**src/rtl/adc_mcp3202_reader.sv**
```systemverilog
// Purpose: SPI mode-0,0 master that alternately converts MCP3202 channels 0/1 into CH0/CH1 (optional 4-sample averaging when ADC_AVG_EN is defined).
// Latency: one conversion every 35*CLK_DIV + HOLD_CYC + 1 clk25 cycles; sample_valid pulses HOLD_CYC+1 cycles after adc_cs_n rises.
// Backpressure: none; CH0/CH1 are overwrite-latest registers and sample_valid is a single-cycle strobe.
module adc_mcp3202_reader #(
    parameter int CLK_DIV  = 16,
    parameter int HOLD_CYC = 16
) (
    input  logic        clk25,
    input  logic        rst_n,
    input  logic        enable,
    input  logic        adc_miso,
    output logic        adc_cs_n,
    output logic        adc_sclk,
    output logic        adc_mosi,
    output logic [11:0] CH0,
    output logic [11:0] CH1,
    output logic        sample_valid,
    output logic        sample_ch
);

    localparam logic [1:0]  ST_IDLE   = 2'd0;
    localparam logic [1:0]  ST_SETUP  = 2'd1;
    localparam logic [1:0]  ST_SHIFT  = 2'd2;
    localparam logic [1:0]  ST_HOLD   = 2'd3;

    localparam logic [15:0] DIV_LAST  = 16'(CLK_DIV - 1);
    localparam logic [15:0] HOLD_LAST = 16'(HOLD_CYC - 1);
    // 17 SCLK periods = 34 half periods, indexed 0..33
    localparam logic [5:0]  LAST_HALF = 6'd33;
    localparam logic [11:0] CENTRE    = 12'd2048;

    logic [1:0]  state;
    logic [15:0] cnt;
    logic [5:0]  half;
    logic        miso_meta;
    logic        miso_sync;
    logic [17:0] shreg;
    logic        frame_ch;
    logic        next_ch;
    logic        commit_pend;
    logic        hold_done;
    logic        null_bit;
    logic [11:0] result;
    logic        shreg_unused;

    // After 17 rising edges the null bit sits at [12] and B11..B0 at [11:0];
    // the upper bits hold the command-phase garbage and are never consumed.
    assign hold_done    = (state == ST_HOLD) && (cnt == HOLD_LAST);
    assign null_bit     = shreg[12];
    assign result       = shreg[11:0];
    assign shreg_unused = ^shreg[17:13];

    // Two-flop synchronizer for the ADC data line
    always_ff @(posedge clk25 or negedge rst_n) begin
        if (!rst_n) begin
            miso_meta <= 1'b0;
            miso_sync <= 1'b0;
        end else begin
            miso_meta <= adc_miso;
            miso_sync <= miso_meta;
        end
    end

    // Frame sequencer: drives CS/SCLK/MOSI and shifts MISO in on each SCLK rise
    always_ff @(posedge clk25 or negedge rst_n) begin
        if (!rst_n) begin
            state    <= ST_IDLE;
            cnt      <= '0;
            half     <= '0;
            adc_cs_n <= 1'b1;
            adc_sclk <= 1'b0;
            adc_mosi <= 1'b0;
            shreg    <= '0;
            frame_ch <= 1'b0;
        end else begin
            case (state)
                ST_IDLE: begin
                    if (enable) begin
                        state    <= ST_SETUP;
                        cnt      <= '0;
                        adc_cs_n <= 1'b0;
                        adc_sclk <= 1'b0;
                        adc_mosi <= 1'b1;      // start bit, sampled on rise 1
                        frame_ch <= next_ch;
                    end
                end
                ST_SETUP: begin
                    if (cnt == DIV_LAST) begin
                        state <= ST_SHIFT;
                        cnt   <= '0;
                        half  <= '0;
                    end else begin
                        cnt <= cnt + 16'd1;
                    end
                end
                ST_SHIFT: begin
                    if (cnt == DIV_LAST) begin
                        cnt  <= '0;
                        half <= half + 6'd1;
                        if (!half[0]) begin
                            // end of low half: rising edge, sample MISO
                            adc_sclk <= 1'b1;
                            shreg    <= {shreg[16:0], miso_sync};
                        end else begin
                            // end of high half: falling edge k = half[5:1]+1
                            adc_sclk <= 1'b0;
                            case (half[5:1])
                                5'd0:    adc_mosi <= 1'b1;      // SGL
                                5'd1:    adc_mosi <= frame_ch;  // ODD selects channel
                                5'd2:    adc_mosi <= 1'b1;      // MSBF
                                default: adc_mosi <= 1'b0;
                            endcase
                            if (half == LAST_HALF) begin
                                state    <= ST_HOLD;
                                adc_cs_n <= 1'b1;
                                adc_mosi <= 1'b0;
                            end
                        end
                    end else begin
                        cnt <= cnt + 16'd1;
                    end
                end
                default: begin
                    if (cnt == HOLD_LAST) begin
                        state <= ST_IDLE;
                        cnt   <= '0;
                    end else begin
                        cnt <= cnt + 16'd1;
                    end
                end
            endcase
        end
    end

    // Accept a frame only when its null bit reads 0; a rejected frame retries the same channel
    always_ff @(posedge clk25 or negedge rst_n) begin
        if (!rst_n) begin
            next_ch     <= 1'b0;
            commit_pend <= 1'b0;
        end else begin
            commit_pend <= hold_done && !null_bit;
            if (hold_done && !null_bit) begin
                next_ch <= ~next_ch;
            end
        end
    end

`ifdef ADC_AVG_EN
    logic [13:0] acc0;
    logic [13:0] acc1;
    logic [1:0]  acnt0;
    logic [1:0]  acnt1;
    logic [13:0] acc_sum;

    assign acc_sum = (frame_ch ? acc1 : acc0) + 14'(result);

    // Average four accepted samples per channel before publishing
    always_ff @(posedge clk25 or negedge rst_n) begin
        if (!rst_n) begin
            CH0          <= CENTRE;
            CH1          <= CENTRE;
            sample_valid <= 1'b0;
            sample_ch    <= 1'b0;
            acc0         <= '0;
            acc1         <= '0;
            acnt0        <= '0;
            acnt1        <= '0;
        end else begin
            sample_valid <= 1'b0;
            if (commit_pend) begin
                if (!frame_ch) begin
                    if (acnt0 == 2'd3) begin
                        CH0          <= acc_sum[13:2];
                        acc0         <= '0;
                        acnt0        <= '0;
                        sample_valid <= 1'b1;
                        sample_ch    <= 1'b0;
                    end else begin
                        acc0  <= acc_sum;
                        acnt0 <= acnt0 + 2'd1;
                    end
                end else begin
                    if (acnt1 == 2'd3) begin
                        CH1          <= acc_sum[13:2];
                        acc1         <= '0;
                        acnt1        <= '0;
                        sample_valid <= 1'b1;
                        sample_ch    <= 1'b1;
                    end else begin
                        acc1  <= acc_sum;
                        acnt1 <= acnt1 + 2'd1;
                    end
                end
            end
        end
    end
`else
    // Publish every accepted sample straight into its channel register
    always_ff @(posedge clk25 or negedge rst_n) begin
        if (!rst_n) begin
            CH0          <= CENTRE;
            CH1          <= CENTRE;
            sample_valid <= 1'b0;
            sample_ch    <= 1'b0;
        end else begin
            sample_valid <= 1'b0;
            if (commit_pend) begin
                if (frame_ch) begin
                    CH1 <= result;
                end else begin
                    CH0 <= result;
                end
                sample_valid <= 1'b1;
                sample_ch    <= frame_ch;
            end
        end
    end
`endif

endmodule

```
**config.mk**
```make
export PLATFORM = sky130hd
export DESIGN_NAME = adc_mcp3202_reader
export DESIGN_NICKNAME = d
export VERILOG_FILES = /design/src/rtl/adc_mcp3202_reader.sv
export SDC_FILE = /design/constraint.sdc
export NUM_CORES = 1
export LEC_CHECK = 0
export CORE_MARGIN = 1
export CORE_UTILIZATION = 45
export DETAILED_ROUTE_END_ITERATION = 10
export GPL_ROUTABILITY_DRIVEN = 1
export PLACE_DENSITY = 0.65
export SKIP_LAST_GASP = 1
export SLEW_MARGIN = 40
export SYNTH_ARGS = -nofsm -noshare
export SYNTH_HDL_FRONTEND = slang
export SYNTH_SLANG_ARGS = --single-unit
export TNS_END_PERCENT = 1
```
**constraint.sdc**
```tcl
create_clock -name clk25 -period 2.3 [get_ports clk25]
set_clock_uncertainty 0.1 [all_clocks]
set_input_delay 0.46 -clock clk25 [delete_from_list [all_inputs] [get_ports clk25]]
set_output_delay 0.46 -clock clk25 [all_outputs]
set_load 0.01 [all_outputs]
```
Word-level counts from Yosys, hierarchy flattened
Cells that the tools add are included.
{"block": "op_classes", "bitwise_logic": 3, "addsub": 2, "muxes": 28, "n_reduce_logical": 18, "eq_ne": 12}
{"op": "16-bit 2-to-1 mux", "count": 3}
{"op": "16-bit by 1-bit adder with 16-bit output, second input constant", "count": 1}
{"op": "16-bit by 4-bit == test with 1-bit output, second input constant", "count": 1}
{"op": "2-bit 2-to-1 mux", "count": 6}
{"op": "6-bit 2-to-1 mux", "count": 2}
{"op": "6-bit one-hot mux with 2 select lines", "count": 1}
{"op": "1-bit 2-to-1 mux", "count": 11}
{"op": "2-bit != test, second input constant", "count": 5}
{"op": "3-bit AND reduction", "count": 3}
{"op": "1-bit one-hot mux with 2 select lines", "count": 4}
{"op": "6-bit by 1-bit adder with 6-bit output, second input constant", "count": 1}
{"op": "6-bit == test, second input constant", "count": 1}
{"op": "2-bit one-hot mux with 3 select lines", "count": 1}
{"op": "2-bit AND reduction", "count": 3}
{"op": "6-bit AND reduction", "count": 1}
{"op": "2-bit nonzero test", "count": 3}
{"op": "5-bit by 1-bit == test with 1-bit output, second input constant", "count": 1}
{"op": "5-bit by 2-bit == test with 1-bit output, second input constant", "count": 1}
{"op": "5-bit logical NOT", "count": 1}
{"op": "5-bit AND reduction", "count": 1}
{"op": "2-bit == test, second input constant", "count": 2}
{"op": "4-bit AND reduction", "count": 1}
{"op": "1-bit inverter", "count": 3}
{"op": "2-bit by 1-bit == test with 1-bit output, second input constant", "count": 1}
{"op": "other kinds (4)", "count": 5}
{"block": "totals", "elab_cells": 79, "reg_bits": 71}

Depth between registers and ports, before layout
Gate-level depths: netlist of run 1.
{"block": "logic_depth", "word_depth": 7, "ltp_mapped": 8, "depth_no_buf": 6}

Worst setup path before layout of run 1
Ideal clock, no wire load.
{"block": "synth_timing", "kind": "register to register", "from": "reg cnt[0]", "to": "reg shreg[10]", "t_required_ns": 2.075, "arrival_time_ns": 1.838, "synth_period_minus_slack_ns": 2.063, "path_stages_with_launch": 7, "slack_ns": 0.237, "cell_sequence": "dfrtp_1 -> ha_1 -> and4b_2 -> nand4_4 -> nor3b_4 -> buf_12 -> mux2_4"}
{"block": "synth_via", "elab_chain_len": 2}
{"element": "start: declaration", "line": "33", "rtl": "logic [15:0] cnt;"}
{"element": "start signal: assignment", "line": "93", "rtl": "cnt <= cnt + 16'd1;"}
{"element": "start signal: assignment", "line": "120", "rtl": "cnt <= cnt + 16'd1;"}
{"element": "start signal: assignment", "line": "128", "rtl": "cnt <= cnt + 16'd1;"}
{"element": "16-bit by 4-bit == test with 1-bit output", "line": "97", "rtl": "if (cnt == DIV_LAST) begin"}
{"element": "3-bit AND reduction (no source line)"}
{"element": "end signal: assignment", "line": "103", "rtl": "shreg <= {shreg[16:0], miso_sync};"}
{"element": "end: declaration", "line": "37", "rtl": "logic [17:0] shreg;"}
No other way between the ends.
A chain may end at the register's enable or synchronous reset.

Worst setup path after layout of run 1
{"block": "layout_timing", "from": "reg cnt[0]", "to": "reg shreg[0]"}
The elaborated chain is that of the path after synthesis.

==> summary.md, run 1 <==
| Metric | Value |
|---|---|
| Worst hold path class | primary input to async pin |
| Worst path bufs/invs | 1 |
| RSZ-0062 raised after global routing | no |
| Relative slew margins | 57.3% |
| Starting Density | 47.5% |
| Critical path class | flip-flop to flip-flop |
| Synth unique cells | 45 |
| Max-cap viol count | 0 |
| # DRC | 0 |
| Critical Path Max Stage Delay | 0.42 ns |
| Switching part of the total | 20.4% |
| Critical path arrival | 2.28 ns |
| Synth Instances | 267 |
| Worst EP required | 2.42 ns |
| Clk Latency, worst-skew pair | 0.34 ns |
| Die width | 87.4 µm |
| Sequential fraction of the synthesis area | 54.3% |
| Setup crit start kind | flip-flop |
| Final #Nets | 320 |
| Clock share of power | 45.3% |
| Crit-path max FO | 13 |
| Leading cell types in the layout, fill and taps excluded | dfrtp_1 (68), clkdlybuf4s50_1 (31), o21ai_0 (29) |
| Post-CTS setup buffers | 0 |
| Final slew viol count | 0 |
| PwrDens | 593 nW/µm² |
| Die area | 7630 µm² |
| Area Growth Syn to Fin | 20.7% |
| Yosys warning total | 0 |
| Post-DR wirelength/cell | 14.7 µm |
| H-tree depth | 3 |
| Die height | 87.4 µm |
| Static Leak | 1.79 nW |
| Crit-path slowest cell | dfrtp_1 |
| CTS hold repair buffers | 0 |
| Num CTS Buffers | 9 |
| Filler instances | 609 |
| Worst Max-Slew Pin Slew | 0.641 ns |
| Top cell type's share of synthesized area | 51.9% |
| Commonest non-fill, non-tap cell in the layout | dfrtp_1 |
| Via density | 5.45 |
| Routed wire length | 6040 µm |
| Placed insts | 394 |
| Average cell area after synthesis | 12.3 µm² |
| Sink Count | 71 |
| Net Sw Power | 479 µW |
| DP Worst Slack | 0.0921 ns |
| Vias in the first global route | 2,111 |
| #FFs+latches synth | 71 |
| Setup violations, final | 0 |
| Placer congestion estimate | 0.783 |
| Port buffer count | 32 |
| Setup TNS Final | 0 ns |
| Synth area leader | dfrtp_1 |
| Top FF cell, synth | dfrtp_1 |
| Crit. End Element | flip-flop |
| Root buffer cell | clkbuf_8 |
| N_diodes | 0 |
| ANT nets after route | 0 |
| DP Area | 3740 µm² |
| Final Hold Fails | 0 |
| Sequential power share | 53.2% |
| Design area | 3960 µm² |
| Area contributors post-synth | dfrtp_1 (52%), mux2_2 (9.6%), mux2_4 (5.0%), o21ai_0 (4.4%), ha_1 (2.7%) |
| Largest net degree at the start of global routing | 35 |
| Hold WS | 0.0247 ns |
| CP delay by family, top | simple AND/OR/NAND/NOR gates |
| Placeable Area | 6910 µm² |
| Post-CTS resize count | 0 |
| Worst Slack Setup Final | 0.137 ns |
| First-pass GRT wire length | 10,300 µm |
| Fin crit share | 94.0% |
| Total GRT Usage | 18.1% |
| CTS tree | done |
| Total internal power | 1.87 mW |
| Reg clk slew, reported paths | 0.08 ns |
| Antenna violations before repair | 0 |
| Fmax | 462 MHz |
| Max VDD drop | 0.000361 V |
| EDFF count, synth | 0 |
| Mapped Nets | 278 |
| Congestion Overflow GR | 0 |
| Post-DP HPWL | 4150 µm |
| Number of cell rows | 30 |
| Via Count | 2,236 |
| I/O Pins | 33 |
| Status | finished, final reports clean |
| 1st-iter DRT viols | 86 |
| Critical path, cell by cell | ha_1 > and4b_2 > nand4_4 > nor3b_4 > buf_12 > mux2_2 |
| Share of flip-flops with an asynchronous set or reset | 100% |
| Pre-Repair DR Iteration Count | 4 |
| Finished Layout Cells | 410 |
| Min Clock Period, post-route | 2.16 ns |
| Part of the power in combinational logic | 1.4% |
| Clock Path Buffers | 2 |
| Synthesized area | 3280 µm² |
| Share of cells above drive strength 1 | 24.8% |
## power groups by stage
stage                     sequential [mW]  combinational (mW)  clock [mW]
after floorplan                      1.27            0.000282           0
after global placement               1.27              0.0362           0
after detailed placement             1.27              0.0358           0
after CTS                            1.25              0.0359        1.10
after global routing                 1.25              0.0408        1.15
final                                1.25              0.0333        1.06
## layer usage
| metal | global-route usage, % | vias to the layer above | share of wire [%] |
|---|---|---|---|
| li1 | - | 1062 | - |
| met1 | 23.9 | 1099 | 47 |
| met2 | 27.8 | 69 | 47 |
| met3 | 6.45 | 6 | 5.1 |
| met4 | 5.81 | 0 | 1.0 |
| met5 | 0 | - | 0 |
## path summary, 6_finish.rpt
kind	cells after the start	start	endpoint	slack [ns]
hold / removal	1	rst_n	frame_ch$_DFFE_PN0P_	0.02
min in group clk25	0	miso_meta$_DFF_PN0_	miso_sync$_DFF_PN0_	0.26
hold reg to reg	0	miso_meta$_DFF_PN0_	miso_sync$_DFF_PN0_	0.26
setup / recovery	6	cnt[0]$_DFFE_PN0P_	shreg[0]$_DFFE_PN0P_	0.14
setup reg to reg	6	cnt[0]$_DFFE_PN0P_	shreg[0]$_DFFE_PN0P_	0.14
max in group asynchronous	2	rst_n	cnt[5]$_DFFE_PN0P_	1.47
## area by class of cell
type                            count  area, µm²  area share (%)
Clock buffer                       11        131            3.32
Inverter                            9       33.8           0.854
Sequential cell                    71       1780            45.0
Tap cell                           96        120            3.04
Timing Repair Buffer               43        423            10.7
Clock inverter                      5       82.6            2.09
Multi-Input combinational cell    175       1390            35.0
## cells in the mapped netlist, types with 3 or more instances
library cell and number:
dfrtp_1 68, o21ai_0 29, mux2_2 28, nand2_1 21, mux2_4 11, inv_1 9, a22o_1 8, nand3_1 8
ha_1 7, a21oi_1 6, nand4_1 6, nor2_1 6, a31oi_1 5, nor3_1 5, nor4_1 4, and3_1 3
buf_2 3, clkbuf_1 3, dfstp_2 3, nor4_4 3, or3_1 3
## worst reg2reg max path: stages, from the launching register on
cell and delay (ns):
dfrtp_1 0.42, ha_1 0.24, and4b_2 0.31, nand4_4 0.19
nor3b_4 0.27, buf_12 0.18, mux2_2 0.34
## registers in the layout, summed over array words and instances (netlist names)
name,count
cnt,16
shreg,13
CH0,12
CH1,12
half,6
state,2
adc_cs_n,1
adc_mosi,1
adc_sclk,1
commit_pend,1
frame_ch,1
miso_meta,1
miso_sync,1
next_ch,1
sample_ch,1
sample_valid,1
## cells by family after synthesis
family	count (synthesis)	synth area share, %
AOI/OAI and AO/OA	58	11.0
xor gates and xnor gates	1	0.267
adders and majority gates	7	2.67
buffers and inverters	21	3.47
DFF	71	54.3
muxes	40	15.0
and+or+nand+nor	69	13.4
## metrics by stage
stage / power, mW / utilization, %
5_1_grt: 2.44 / 57.3
6_report: 2.35 / 57.3
3_5_place_dp: 1.31 / 54.2
3_3_place_gp: 1.31 / 54.2
4_1_cts: 2.38 / 57.3
2_1_floorplan: 1.27 / -
Note: power is estimated with default switching activity, not from simulation.
==> run 2: changes to the inputs <==
--- a/config.mk
+++ b/config.mk
@@ -11,7 +11,6 @@
 export GPL_ROUTABILITY_DRIVEN = 1
 export PLACE_DENSITY = 0.65
 export SKIP_LAST_GASP = 1
-export SLEW_MARGIN = 40
 export SYNTH_ARGS = -nofsm -noshare
 export SYNTH_HDL_FRONTEND = slang
 export SYNTH_SLANG_ARGS = --single-unit
==> results of run 2 <==
The final DEF is identical to that of run 1; final timing and power are the same.
